### src/rtl/pipeline_pkg.sv
// Shared types and defaults for the pipeline hazard/forwarding scoreboard.
// Slot entries are sized for the widest supported register address.
package pipeline_pkg;

  localparam int REG_AW_DEF   = 5;
  localparam int DEPTH_DEF    = 3;
  localparam int LOAD_RDY_DEF = 2;
  localparam int AW_MAX       = 8;
  localparam int FWD_RF       = 0;

  typedef struct packed {
    logic              v;
    logic [AW_MAX-1:0] dst;
    logic              we;
    logic              ld;
  } slot_t;

  // First slot whose forward bus carries this producer's result.
  function automatic int rdy_slot(
    input logic ld,
    input int   load_rdy
  );
    return ld ? load_rdy : 1;
  endfunction

endpackage

### src/rtl/sb_match.sv
// Looks up one source operand against the in-flight slots.
// Reports the youngest live producer and whether its data is forwardable.
module sb_match
  import pipeline_pkg::*;
#(
  parameter int REG_AW   = REG_AW_DEF,
  parameter int DEPTH    = DEPTH_DEF,
  parameter int LOAD_RDY = LOAD_RDY_DEF,
  parameter int LAST     = DEPTH - 1,
  parameter int OFF      = 0,
  parameter int SEL_W    = $clog2(DEPTH)
) (
  input  slot_t [DEPTH-1:0] slots_i,
  input  logic [REG_AW-1:0] src_i,
  input  logic              used_i,
  output logic              hit_o,
  output logic [SEL_W-1:0]  idx_o,
  output logic              rdy_o
);

  logic ld_hit;

  // Scan oldest to youngest so the youngest match wins.
  always_comb begin
    hit_o  = 1'b0;
    idx_o  = '0;
    ld_hit = 1'b0;
    if (used_i && (src_i != '0)) begin
      for (int s = DEPTH - 1; s >= 0; s--) begin
        if ((s <= LAST) &&
            slots_i[s].v && slots_i[s].we &&
            (slots_i[s].dst == AW_MAX'(src_i))) begin
          hit_o  = 1'b1;
          idx_o  = SEL_W'(s);
          ld_hit = slots_i[s].ld;
        end
      end
    end
  end

  // OFF shifts the lookup to where the producer sits at consume time.
  assign rdy_o = (int'(idx_o) + OFF) >= rdy_slot(ld_hit, LOAD_RDY);

endmodule

### src/rtl/pipeline_scoreboard.sv
// Stateful hazard/forwarding unit for the in-order pipeline.
// Tracks in-flight destinations and drives stall plus ID/EX forward selects.
module pipeline_scoreboard
  import pipeline_pkg::*;
#(
  parameter int REG_AW   = REG_AW_DEF,
  parameter int NUM_SRC  = 2,
  parameter int DEPTH    = DEPTH_DEF,
  parameter int LOAD_RDY = LOAD_RDY_DEF,
  parameter int SEL_W    = $clog2(DEPTH),
  parameter int CNT_W    = 16
) (
  input  logic                      clk,
  input  logic                      rst_n,
  input  logic                      id_valid,
  input  logic [NUM_SRC*REG_AW-1:0] id_src,
  input  logic [NUM_SRC-1:0]        id_src_used,
  input  logic [REG_AW-1:0]         id_dst,
  input  logic                      id_we,
  input  logic                      id_is_load,
  input  logic                      id_is_branch,
  input  logic                      flush,
  output logic                      stall,
  output logic                      issue,
  output logic [NUM_SRC*SEL_W-1:0]  id_br_sel,
  output logic [NUM_SRC*SEL_W-1:0]  ex_fwd_sel,
  output logic [DEPTH-1:0]          slot_valid,
  output logic [CNT_W-1:0]          stall_cnt
);

  slot_t [DEPTH-1:0] slot_q, slot_d;

  logic [NUM_SRC-1:0] ex_hit, ex_rdy;
  logic [NUM_SRC-1:0] br_hit, br_rdy;
  logic [NUM_SRC-1:0] haz;

  logic [NUM_SRC-1:0][SEL_W-1:0] ex_idx;
  logic [NUM_SRC-1:0][SEL_W-1:0] br_idx;

  logic [NUM_SRC*SEL_W-1:0] sel_d, sel_q;
  logic [CNT_W-1:0]         cnt_d, cnt_q;

  for (genvar i = 0; i < NUM_SRC; i++) begin : g_src
    sb_match #(
      .REG_AW   (REG_AW),
      .DEPTH    (DEPTH),
      .LOAD_RDY (LOAD_RDY),
      .LAST     (DEPTH - 2),
      .OFF      (1),
      .SEL_W    (SEL_W)
    ) u_ex (
      .slots_i (slot_q),
      .src_i   (id_src[i*REG_AW +: REG_AW]),
      .used_i  (id_src_used[i] & ~id_is_branch),
      .hit_o   (ex_hit[i]),
      .idx_o   (ex_idx[i]),
      .rdy_o   (ex_rdy[i])
    );

    sb_match #(
      .REG_AW   (REG_AW),
      .DEPTH    (DEPTH),
      .LOAD_RDY (LOAD_RDY),
      .LAST     (DEPTH - 1),
      .OFF      (0),
      .SEL_W    (SEL_W)
    ) u_br (
      .slots_i (slot_q),
      .src_i   (id_src[i*REG_AW +: REG_AW]),
      .used_i  (id_src_used[i] & id_is_branch),
      .hit_o   (br_hit[i]),
      .idx_o   (br_idx[i]),
      .rdy_o   (br_rdy[i])
    );

    assign haz[i] = (ex_hit[i] & ~ex_rdy[i])
                  | (br_hit[i] & ~br_rdy[i]);

    assign id_br_sel[i*SEL_W +: SEL_W] =
      (br_hit[i] & br_rdy[i]) ? br_idx[i]
                              : SEL_W'(FWD_RF);

    // By EX time the producer has moved one slot further on.
    assign sel_d[i*SEL_W +: SEL_W] =
      !issue    ? SEL_W'(FWD_RF) :
      ex_hit[i] ? ex_idx[i] + SEL_W'(1) :
                  SEL_W'(FWD_RF);
  end

  assign stall = id_valid & ~flush & (|haz);
  assign issue = id_valid & ~flush & ~stall;

  always_comb begin
    slot_d = '0;
    if (issue) begin
      slot_d[0].v   = 1'b1;
      slot_d[0].dst = AW_MAX'(id_dst);
      slot_d[0].we  = id_we & (id_dst != '0);
      slot_d[0].ld  = id_is_load;
    end
    for (int k = 0; k < DEPTH - 1; k++) begin
      slot_d[k+1] = slot_q[k];
    end
  end

  always_comb begin
    cnt_d = cnt_q;
    if (stall && (cnt_q != '1)) begin
      cnt_d = cnt_q + CNT_W'(1);
    end
  end

  always_ff @(posedge clk or negedge rst_n) begin
    if (!rst_n) begin
      slot_q <= '0;
      sel_q  <= '0;
      cnt_q  <= '0;
    end else begin
      slot_q <= slot_d;
      sel_q  <= sel_d;
      cnt_q  <= cnt_d;
    end
  end

  for (genvar k = 0; k < DEPTH; k++) begin : g_vld
    assign slot_valid[k] = slot_q[k].v;
  end

  assign ex_fwd_sel = sel_q;
  assign stall_cnt  = cnt_q;

endmodule

### config.mk
export PLATFORM = sky130hd
export DESIGN_NAME = pipeline_scoreboard
export DESIGN_NICKNAME = d
export VERILOG_FILES = /design/src/rtl/pipeline_pkg.sv /design/src/rtl/sb_match.sv /design/src/rtl/pipeline_scoreboard.sv
export SDC_FILE = /design/constraint.sdc
export NUM_CORES = 1
export LEC_CHECK = 0
export CAP_MARGIN = 40
export CORE_UTILIZATION = 45
export DETAILED_ROUTE_END_ITERATION = 7
export PLACE_DENSITY = 0.83
export SETUP_SLACK_MARGIN = 0.4
export SLEW_MARGIN = 5
export SYNTH_ARGS = -nofsm -noshare
export SYNTH_HDL_FRONTEND = slang
export SYNTH_SLANG_ARGS = --single-unit
### constraint.sdc
create_clock -name clk -period 3.6 [get_ports clk]
set_clock_uncertainty 0.2 [all_clocks]
set_input_delay 0.36 -clock clk [delete_from_list [all_inputs] [get_ports clk]]
set_output_delay 0.36 -clock clk [all_outputs]
set_load 0.05 [all_outputs]
Word level (Yosys, flattened, before mapping)
Index checks and enable logic that the tools add are counted.
{"block": "classes", "reduce_logical": 18, "add_sub_neg": 5, "n_bitwise": 23, "n_mux": 53, "order_cmp": 4, "n_eq_ne": 7}
{"operator": "greater-or-equal comparator 3 x 32 -> 1 bit", "count": 2}
{"operator": "greater-or-equal comparator 32 bit", "count": 2}
{"operator": "== test 8 x 5 -> 1 bit", "count": 6}
{"operator": "2-to-1 mux 2 bit", "count": 18}
{"operator": "2-to-1 mux 1 bit", "count": 34}
{"operator": "adder 16 x 1 -> 16 bit, second input constant", "count": 1}
{"operator": "!= test 16 bit, second input constant", "count": 1}
{"operator": "nonzero test 5 bit", "count": 3}
{"operator": "AND 1 bit", "count": 14}
{"operator": "logical AND 1 bit", "count": 14}
{"operator": "2-to-1 mux 11 bit", "count": 1}
{"operator": "inverter 1 bit", "count": 7}
{"operator": "adder 2 x 1 -> 3 bit, second input constant", "count": 2}
{"operator": "adder 2 x 1 -> 2 bit, second input constant", "count": 2}
{"operator": "bitwise OR 1 bit", "count": 2}
{"operator": "OR reduction 2 bit", "count": 1}
{"block": "totals", "reg_bits": 53}

Longest topological paths before layout
Gate-level depths: netlist of run 1.
{"block": "depth", "depth_word": 16, "depth_mapped": 16, "ltp_nobuf": 14}

By module
A second synthesis of run 1 with hierarchy kept.
{"block": "unflattened", "cells_unflattened": 297, "hier_area_um2": 3012.9}
{"mod": "pipeline_scoreboard", "area_per_inst_um2": 1829.3, "cells_per_inst": 145, "instances": 1, "seq_area_each_um2": 1101.1}
{"mod": "sb_match (g_src[0].u_br ...)", "area_per_inst_um2": 364.1, "cells_per_inst": 47, "instances": 2, "seq_area_each_um2": 0.0}
{"mod": "sb_match (g_src[0].u_ex ...)", "area_per_inst_um2": 227.7, "cells_per_inst": 29, "instances": 2, "seq_area_each_um2": 0.0}

Least setup slack after synthesis of run 1
Ideal clock, no wire load.
{"block": "synth_timing", "path_type": "reg-to-output", "startpoint": "register slot_q (netlist bit slot_d[28])", "endpoint": "output issue", "stages_incl_launch_ff": 17, "t_arrival_ns": 3.105, "setup_slack_ns": -0.065, "cell_sequence": "dfrtp_1 -> xor2_1 -> nor4_1 -> and4_1 -> clkbuf_1 -> nand2_1 -> o311ai_0 -> o2111ai_1 -> ha_1 -> nand2b_1 -> a21oi_1 -> nand3_2 -> a31oi_2 -> a31o_4 -> or3_4 -> buf_6 -> inv_2"}
{"block": "synth_via", "elab_chain_cells": 14}
{"element": "start: declaration", "line_no": "pipeline_scoreboard.sv:31", "source": "slot_t [DEPTH-1:0] slot_q, slot_d;"}
{"element": "start signal: assignment", "line_no": "pipeline_scoreboard.sv:119", "source": "slot_q <= slot_d;"}
{"element": "== test 8 x 5 -> 1 bit", "line_no": "sb_match.sv:32", "source": "(slots_i[s].dst == AW_MAX'(src_i))) begin"}
{"element": "logical AND 1 bit", "line_no": "sb_match.sv:31", "source": "slots_i[s].v && slots_i[s].we &&"}
{"element": "2-to-1 mux 1 bit (2 in series)", "line_no": "sb_match.sv:30", "source": "if ((s <= LAST) &&"}
{"element": "2-to-1 mux 1 bit", "line_no": "sb_match.sv:28", "source": "if (used_i && (src_i != '0)) begin"}
{"element": "adder 2 x 1 -> 3 bit or 2-to-1 mux 2 bit (tied branches)", "line_no": "sb_match.sv:42, pipeline_pkg.sv:23"}
{"element": "greater-or-equal comparator 32 bit or greater-or-equal comparator 3 x 32 -> 1 bit (tied branches)", "line_no": "sb_match.sv:42", "source": "assign rdy_o = (int'(idx_o) + OFF) >= rdy_slot(ld_hit, LOAD_RDY);"}
{"element": "inverter 1 bit (on tied branches)", "line_no": "pipeline_scoreboard.sv:76, pipeline_scoreboard.sv:77"}
{"element": "AND 1 bit (on tied branches)", "line_no": "pipeline_scoreboard.sv:76, pipeline_scoreboard.sv:77"}
{"element": "bitwise OR 1 bit", "line_no": "pipeline_scoreboard.sv:77", "source": "| (br_hit[i] & ~br_rdy[i]);"}
{"element": "OR reduction 2 bit *", "line_no": "pipeline_scoreboard.sv:90", "source": "assign stall = id_valid & ~flush & (|haz);"}
{"element": "AND 1 bit *", "line_no": "pipeline_scoreboard.sv:90"}
{"element": "inverter 1 bit *", "line_no": "pipeline_scoreboard.sv:91", "source": "assign issue = id_valid & ~flush & ~stall;"}
{"element": "AND 1 bit *", "line_no": "pipeline_scoreboard.sv:91"}
{"element": "end: declaration", "line_no": "pipeline_scoreboard.sv:24", "source": "output logic issue,"}
Every way passes the cells marked *; elsewhere a longest branch is shown, timed or not.

Final worst setup path of run 1
{"block": "layout_timing", "startpoint": "register slot_q[25] (netlist name)", "endpoint": "output issue"}
{"block": "layout_via", "elab_chain_cells": 15}
{"element": "== test 8 x 5 -> 1 bit", "line_no": "sb_match.sv:32"}
{"element": "logical AND 1 bit", "line_no": "sb_match.sv:31"}
{"element": "2-to-1 mux 1 bit (3 in series)", "line_no": "sb_match.sv:30"}
{"element": "2-to-1 mux 1 bit", "line_no": "sb_match.sv:28"}
{"element": "2-to-1 mux 2 bit", "line_no": "pipeline_pkg.sv:23", "source": "return ld ? load_rdy : 1;"}
{"element": "greater-or-equal comparator 3 x 32 -> 1 bit", "line_no": "sb_match.sv:42"}
{"element": "inverter 1 bit", "line_no": "pipeline_scoreboard.sv:77"}
{"element": "AND 1 bit", "line_no": "pipeline_scoreboard.sv:77"}
{"element": "bitwise OR 1 bit", "line_no": "pipeline_scoreboard.sv:77"}
{"element": "OR reduction 2 bit *", "line_no": "pipeline_scoreboard.sv:90"}
{"element": "AND 1 bit *", "line_no": "pipeline_scoreboard.sv:90"}
{"element": "inverter 1 bit *", "line_no": "pipeline_scoreboard.sv:91"}
{"element": "AND 1 bit *", "line_no": "pipeline_scoreboard.sv:91"}
Marked as above.

==> results.py, run 1 <==
metrics = {
    "synthesis": {
        "synthesis.area_sq_mm": 0.00233,
        "syn-num-nets": 237,
        "synth.lib_cells_used.distinct": 45,
        "combinational_family_with_the_most_area_after_synthesis": "simple AND/OR/NAND/NOR gates",
        "post_synthesis_share_of_cell_area_spent_on_xor_and_xnor_gates_pct": 16.9,
        "ys.warnings.count": 0,
        "part_of_the_yosys_area_used_for_sequential_elements_pct": 47.2,
        "synth-compound-area-share_pct": 7.34,
        "cells_after_synthesis": 208,
        "post_synth_and_or_nand_nor_area_fraction_pct": 21.3,
        "synth_fa_ha_area_share_pct": 2.68,
        "syn_area_per_cell_sq_um": 11.2,
        "synthMuxAreaShare_pct": 0.482,
        "synth_seq_cells": 44,
    },
    "timing": {
        "setup-tns-final_ns": -7.37,
        "worst_margin_pin_slew_ns": 0.582,
        "final-hold-violation-count": 0,
        "rsz0062_at_grt": "true",
        "period_needed_ns": 4.05,
        "post_route_setup_slack_ns": -0.453,
        "max_freq_mhz": 247,
        "drv_slew": 0,
        "hold_ws_ns": 0.213,
        "fin_crit_sh_pct": 113,
        "setup_violations": 26,
        "maxSlewHeadroom_pct": 61.1,
    },
    "final_layout": {
        "final-instance-count-excl-fill": 387,
        "final_core_utilization_pct": 79.9,
        "insertedDiodeCount": 0,
        "fillCellCount": 264,
        "layout_area_growth_over_synthesis_pct": 66.0,
        "share_of_cells_above_drive_strength_1_pct": 41.3,
        "final_nets": 348,
    },
    "worst_setup_path": {
        "worst-setup-path-type": "flip-flop to output pin",
        "cp.arrival_ns": 3.49,
        "crit_chain": "buf_4, xor2_1, nor4_1, nand4_1, o311ai_2, o2111ai_2, buf_4, ha_4, a21oi_4, nand3_2, a31oi_4, a31o_4, or3_4, inv_8, buf_12",
        "crit_fanout": 2,
        "cp_common_cell": "sky130_fd_sc_hd__buf_4",
        "crit_slowest_cell": "sky130_fd_sc_hd__dfrtp_1",
        "cp_slowest_stage_delay_ns": 0.40,
        "setup.worst_path.start_class": "flip-flop",
        "end_kind": "output pin",
        "required_worst_endpoint_ns": 3.04,
    },
    "grt": {
        "globalRouteOverflowTotal": 0,
        "grt_first_pass_wirelength_um": 11200,
        "grt_start_max_net_pins": 38,
        "first_global_vias": 2222,
        "grt_antenna_before_repair": 0,
        "groute.usage.overall_pct": 28.1,
    },
    "routing": {
        "drt_pass1_iterations": 4,
        "antenna_left": 0,
        "detail_route.drc_violations": 0,
        "route.vias.total": 2167,
        "iteration_0_drc_count_of_the_detailed_router": 188,
        "viasPerCell": 5.60,
        "wire_per_inst_um": 20.3,
        "drt_wl_total_um": 7850,
    },
    "cts": {
        "clk_latency_ns": 0.30,
        "cts_inserted_buffers": 5,
        "path_clk_slew_ns": 0.09,
        "cts-root-buf": "sky130_fd_sc_hd__clkbuf_8",
        "cts_htree_levels": 2,
        "cts_tree": "yes",
        "cts_max_path_buffers": 2,
        "cts.sinks": 44,
    },
    "status": {
        "failed_checks": "negative setup slack",
        "status": "finished with violations",
    },
    "hold_path": {
        "timing.hold.worst.class": "flip-flop to flip-flop",
    },
    "floorplan": {
        "ios": 53,
        "die_height_um": 74.0,
        "std_cell_rows": 25,
        "initial_utilization_pct": 48.2,
        "fp.dieArea_sq_mm": 0.00548,
        "fp.coreArea_sq_mm": 0.00485,
        "die_x_um": 74.0,
    },
    "power_and_ir_drop": {
        "power.ir.vdd_worst_uv": 236,
        "power_after_layout_mw": 0.998,
        "standby_leakage_power_nw": 1.73,
        "power_density_mw_per_mm2": 257,
    },
    "placement": {
        "place.gp.congestion": 0.851,
        "dpl.cell_count": 353,
        "detailedPlacementHpwl_um": 4250,
        "placement.io_buffers": 52,
    },
    "run": {
        "timing.max_cap.violations": 0,
    },
}
[flip-flops by register name, summed over array words and instances (netlist names)]
name,flops
ex_fwd_sel,4
slot_d,14
slot_q,7
slot_valid,3
stall_cnt,16
[kinds of logic after synthesis]
family                     after synthesis
and+or+nand+nor                         77
adders and majority gates                5
DFF                                     44
xor gates and xnor gates                45
buffers and inverters                   19
AOI/OAI and AO/OA                       17
muxes                                    1
[power by group]
group,switching [mW],internal [mW],leakage (nW)
combinational,0.0777,0.0681,1.09
clock,0.178,0.155,0.0434
sequential,0.0137,0.505,0.601
[what timing repair did]
item / in CTS / in global routing
endpoints found under the setup margin: 32 / 32
pin swaps: 19 / 19
resized for setup: 35 / 29
hold buffers: 1 / 0
gates cloned: 1 / 0
endpoints found under the hold margin: 44 / 0
setup buffers: 19 / 5
[metrics by stage]
step           cell area [sq um]  worst slack [ns]
2_1_floorplan               2370             0.176
3_3_place_gp                3210            -0.481
3_5_place_dp                3230            -0.545
4_1_cts                     3650            -0.430
5_1_grt                     3870            -0.552
6_report                    3870            -0.453
[cells in the mapped netlist (all sizes together)]
master | n | area [sq um]
nand2b | 2 | 12.5
nand2 | 11 | 41.3
xor2 | 23 | 201
o311ai | 1 | 8.76
o311a | 1 | 10.0
o22ai | 1 | 6.26
o21ai | 3 | 26.3
mux2 | 1 | 11.3
or2 | 2 | 12.5
nor4 | 10 | 62.6
a311o | 1 | 10.0
and4 | 4 | 35.0
or3 | 2 | 17.5
o32ai | 1 | 8.76
or4 | 2 | 22.5
xnor2 | 22 | 193
clkbuf | 3 | 11.3
o21ba | 1 | 10.0
a21o | 1 | 7.51
and3 | 4 | 25.0
inv | 11 | 41.3
o2111ai | 1 | 8.76
a21oi | 1 | 5.00
nand3b | 1 | 11.3
nor3 | 4 | 20.0
a31oi | 1 | 12.5
nand4 | 12 | 75.1
nor2b | 1 | 6.26
o21a | 1 | 15.0
a31o | 1 | 17.5
nand3 | 12 | 95.1
ha | 5 | 62.6
a311oi | 1 | 15.0
buf | 5 | 45.0
nor2 | 10 | 60.1
o31a | 1 | 10.0
dfrtp | 44 | 1100
[worst max-delay path: cells and delay by family (launching register included)]
kind	cells	cell delay, ns
adders and majority gates	1	0.27
DFF	1	0.40
buffers and inverters	4	0.52
and+or+nand+nor	4	0.98
xor gates and xnor gates	1	0.15
AOI/OAI and AO/OA	5	0.86
[layout make-up]
class / instances / area (sq um) / share of cell area (%)
multi-input combinational: 145 / 1440 / 37.3
clock inverter: 2 / 15.0 / 0.387
clock buffer: 6 / 82.6 / 2.13
sequential: 44 / 1100 / 28.4
inverter: 11 / 48.8 / 1.26
tap: 67 / 83.8 / 2.16
timing repair buffer: 112 / 1100 / 28.4
[cells in the final DEF (no fill, tap or decap), drive strengths merged, types with 2 or more instances in the layout]
cell,n
and3,4
and4,4
buf,66
clkbuf,6
clkdlybuf4s50,37
clkinvlp,2
dfrtp,44
dlygate4sd2,8
ha,5
inv,11
nand2,11
nand2b,2
nand3,12
nand4,12
nor2,10
nor3,4
nor4,10
o21ai,3
or2,2
or3,2
or4,2
xnor2,22
xor2,23
[routing by layer]
layer  track usage (%)  vias to the layer above  wire length (um)
li1                  -                      961                 -
met1              35.1                     1099              3290
met2              46.8                       89              3940
met3              6.23                       18               445
met4              12.2                        0               174
met5                 0                        -                 0
[final timing paths]
| check | slack, ns | start | cells after the start | endpoint |
|---|---|---|---|---|
| setup / recovery | -0.45 | slot_q[25]$_DFF_PN0_ | 15 | issue |
| hold / removal | 0.21 | slot_d[12]$_DFF_PN0_ | 0 | slot_d[23]$_DFF_PN0_ |
| setup reg to reg | -0.44 | slot_q[25]$_DFF_PN0_ | 19 | stall_cnt[0]$_DFFE_PN0P_ |
| hold reg to reg | 0.21 | slot_d[12]$_DFF_PN0_ | 0 | slot_d[23]$_DFF_PN0_ |
| max in group asynchronous | 2.51 | rst_n | 3 | slot_d[12]$_DFF_PN0_ |
| min in group asynchronous | 0.24 | rst_n | 2 | slot_q[25]$_DFF_PN0_ |
No activity file was read; power rests on OpenSTA's default activity.
==> inputs of run 2 (changes only) <==
--- a/config.mk
+++ b/config.mk
@@ -8,9 +8,10 @@
 export CAP_MARGIN = 40
 export CORE_UTILIZATION = 45
 export DETAILED_ROUTE_END_ITERATION = 7
-export PLACE_DENSITY = 0.83
+export PLACE_DENSITY = 0.8
 export SETUP_SLACK_MARGIN = 0.4
 export SLEW_MARGIN = 5
 export SYNTH_ARGS = -nofsm -noshare
 export SYNTH_HDL_FRONTEND = slang
+export SYNTH_HIERARCHICAL = 1
 export SYNTH_SLANG_ARGS = --single-unit
==> run 2 against run 1 <==
  * The flow finishes with violations (design-rule violations, negative setup slack)
  * Routed wire length increased by 8.6%
  * Synthesized area increased by 29%
  * Sequential share of layout area decreased by 4.7 points
  * Combinational power increased by 31%
  * Non-clock buffer count decreased by 8
  * First-iteration DRC count increased by 6.4%
  * Utilization decreased by 7.0 points
  * Fmax increased by 7.3%
  * Synthesized cell count increased by 43%
  * Power increased by 4.3%
==> results.py, run 2 <==
metrics = {
    "floorplan": {
        "die_height_um": 83.8,
        "fp.dieArea_sq_mm": 0.00703,
        "ios": 53,
        "initial_utilization_pct": 46.9,
        "std_cell_rows": 29,
        "fp.coreArea_sq_mm": 0.00642,
        "die_x_um": 83.8,
    },
    "worst_setup_path": {
        "crit_slowest_cell": "sky130_fd_sc_hd__nor4_4",
        "cp.arrival_ns": 3.22,
        "end_kind": "output pin",
        "crit_fanout": 5,
        "worst-setup-path-type": "primary input to output pin",
        "setup.worst_path.start_class": "primary input",
        "required_worst_endpoint_ns": 3.04,
        "regToRegSetupSlack_ns": -0.07,
        "crit_chain": "dlygate4sd2_1, buf_4, xnor2_2, nand3_1, nor4_4, o21bai_4, o21ai_2, ha_1, nand2b_4, a21o_1, nor2b_4, buf_4, nor4_4, and2_4, buf_12",
        "cp_slowest_stage_delay_ns": 0.39,
    },
    "placement": {
        "dp_worst_setup_slack_ns": -0.556,
        "place.gp.congestion": 0.876,
        "placement.io_buffers": 52,
        "dpl.cell_count": 480,
        "detailedPlacementHpwl_um": 5520,
    },
    "final_layout": {
        "fillCellCount": 427,
        "mostFrequentLayoutCell": "sky130_fd_sc_hd__xor2_1",
        "most_used_cells_in_the_layout_excluding_fill_and_tap_cells": "sky130_fd_sc_hd__xor2_1 (38), sky130_fd_sc_hd__dfrtp_1 (36), sky130_fd_sc_hd__conb_1 (36)",
        "largest_register_ffs": 16,
        "final-instance-count-excl-fill": 508,
        "insertedDiodeCount": 0,
        "final_core_utilization_pct": 73.0,
        "layout_area_growth_over_synthesis_pct": 55.5,
        "final_nets": 459,
        "share_of_cells_above_drive_strength_1_pct": 34.1,
    },
    "synthesis": {
        "part_of_the_yosys_area_used_for_sequential_elements_pct": 36.5,
        "cells_after_synthesis": 297,
        "ys_top_cells_by_area": "sky130_fd_sc_hd__dfrtp_1 (37%), sky130_fd_sc_hd__xor2_1 (12%), sky130_fd_sc_hd__xnor2_1 (7.0%), sky130_fd_sc_hd__nor4_4 (4.2%), sky130_fd_sc_hd__and3_1 (3.9%)",
        "post-synth-top-area-cell": "sky130_fd_sc_hd__dfrtp_1",
        "synth_most_common_cell": "sky130_fd_sc_hd__dfrtp_1",
        "synthesis.area_sq_mm": 0.00301,
        "synth_seq_cells": 44,
        "ys.warnings.count": 6,
        "postSynth.asyncResetShare_pct": 100,
        "flip_flop_cell_with_the_highest_count_after_synthesis": "sky130_fd_sc_hd__dfrtp_1",
        "syn_area_per_cell_sq_um": 10.1,
        "synth_edf_count": 0,
        "synth.lib_cells_used.distinct": 42,
        "portion_of_synthesized_cell_area_occupied_by_the_leading_cell_type_pct": 36.5,
        "post_synth_most_frequent_cells": "sky130_fd_sc_hd__dfrtp_1 (44), sky130_fd_sc_hd__xor2_1 (41), sky130_fd_sc_hd__xnor2_1 (24), sky130_fd_sc_hd__and3_1 (19), sky130_fd_sc_hd__nand2_1 (18)",
    },
    "status": {
        "failed_checks": "design-rule violations, negative setup slack",
        "status": "finished with violations",
    },
    "cts": {
        "cts.sinks": 44,
        "cts-root-buf": "sky130_fd_sc_hd__clkbuf_8",
        "clk_latency_ns": 0.30,
        "path_clk_slew_ns": 0.09,
        "cts_inserted_buffers": 5,
        "cts_tree": "yes",
        "cts_htree_levels": 2,
        "cts_max_path_buffers": 2,
    },
    "power_and_ir_drop": {
        "power_density_mw_per_mm2": 222,
        "standby_leakage_power_nw": 2.07,
        "power_after_layout_mw": 1.04,
        "power.ir.vdd_worst_uv": 279,
    },
    "run": {
        "timing.max_cap.violations": 0,
    },
    "routing": {
        "iteration_0_drc_count_of_the_detailed_router": 200,
        "drt_wl_total_um": 8520,
        "detail_route.drc_violations": 8,
        "drt_pass1_iterations": 6,
        "wire_per_inst_um": 16.8,
        "route.vias.total": 2742,
        "antenna_left": 0,
        "viasPerCell": 5.40,
    },
    "timing": {
        "period_needed_ns": 3.78,
        "maxSlewHeadroom_pct": 27.4,
        "drv_slew": 0,
        "worst_margin_pin_slew_ns": 1.09,
        "post_route_setup_slack_ns": -0.178,
        "setup_violations": 16,
        "fin_crit_sh_pct": 105,
        "rsz0062_at_grt": "true",
        "final-hold-violation-count": 0,
        "max_freq_mhz": 265,
    },
    "grt": {
        "grt_first_pass_wirelength_um": 13800,
        "grt_antenna_before_repair": 0,
        "groute.usage.overall_pct": 25.0,
        "first_global_vias": 2821,
        "globalRouteOverflowTotal": 0,
        "grt_start_max_net_pins": 37,
    },
    "hold_path": {
        "timing.hold.worst.class": "flip-flop to flip-flop",
    },
}
## run 2: cell types whose count changed after synthesis, sizes merged, moves of 6 or more
cell,change
nand2,+7
nor3,+11
nor2b,+6
and3,+15
a211oi,+9
xor2,+18
or4,+6
## run 2: cell type report
type                            count  area, sq um  area share (%)
Timing Repair Buffer              104         1050            22.5
Clock buffer                        7         86.3            1.84
Sequential cell                    44         1110            23.7
Multi-Input combinational cell    261         2280            48.6
Clock inverter                      1         7.51           0.160
Tap cell                           77         96.3            2.06
Inverter                           14         56.3            1.20
## run 2: critical path, delay by kind of cell
kind	cells	cell delay [ns]
AND/OR/NAND/NOR	6	1.24
buffers and inverters	4	0.72
AO/OA/AOI/OAI	3	0.43
adder cells (fa/ha/maj)	1	0.28
XOR/XNOR	1	0.18
## run 2: logic make-up (layout without fill, tap and decap cells)
group / count (synthesis) / in the layout / share of synthesized area, %
buffers and inverters: 25 / 126 / 4.24
multiplexers: 3 / 3 / 1.08
flip-flops: 44 / 44 / 36.5
AND/OR/NAND/NOR: 122 / 122 / 27.7
adder cells (fa/ha/maj): 5 / 5 / 2.08
XOR/XNOR: 65 / 65 / 18.9
AO/OA/AOI/OAI: 30 / 30 / 9.14
other: 3 / 36 / 0.374
## run 2: through the flow
| stage | TNS, ns | hold WS, ns | instance area (sq um) |
|---|---|---|---|
| final | -1.19 | 0.225 | 4690 |
| after global routing | -3.49 | 0.247 | 4690 |
| after CTS | -0.661 | 0.223 | 4470 |
| after detailed placement | -9.07 | 0.0369 | 4010 |
| after global placement | -6.16 | 0.192 | 3990 |
| after floorplan | 0 | -0.136 | 3170 |
## run 2: timing repair
item / in CTS / in global routing
pin swaps: 31 / 16
cloned: 1 / 0
buffers inserted: 9 / 9
hold endpoints to repair: 15 / 0
resized for setup: 66 / 32
setup endpoints to repair: 34 / 34
hold buffers: 1 / 0
## run 2: layer usage
layer / GRT usage (%) / wire length [um] / share of wire, % / vias up
li1: - / - / - / 1275
met1: 31.8 / 3520 / 41 / 1341
met2: 42.5 / 4280 / 50 / 105
met3: 4.65 / 489 / 5.7 / 21
met4: 8.62 / 237 / 2.8 / 0
met5: 0 / 0 / 0 / -
## run 2: final timing paths
path                                 startpoint                        end  cells after the start
setup / recovery                      id_src[7]                      issue                     15
hold / removal             slot_d[22]$_DFF_PN0_       slot_q[22]$_DFF_PN0_                      0
setup reg to reg           slot_q[24]$_DFF_PN0_  stall_cnt[10]$_DFFE_PN0P_                     15
hold reg to reg            slot_d[22]$_DFF_PN0_       slot_q[22]$_DFF_PN0_                      0
max in group asynchronous                 rst_n       slot_d[28]$_DFF_PN0_                      3
min in group asynchronous                 rst_n    ex_fwd_sel[3]$_DFF_PN0_                      2
## run 2: power by group
part,switching [mW],internal [mW]
sequential,0.0167,0.505
clock,0.171,0.156
combinational,0.100,0.0905
total,0.288,0.752
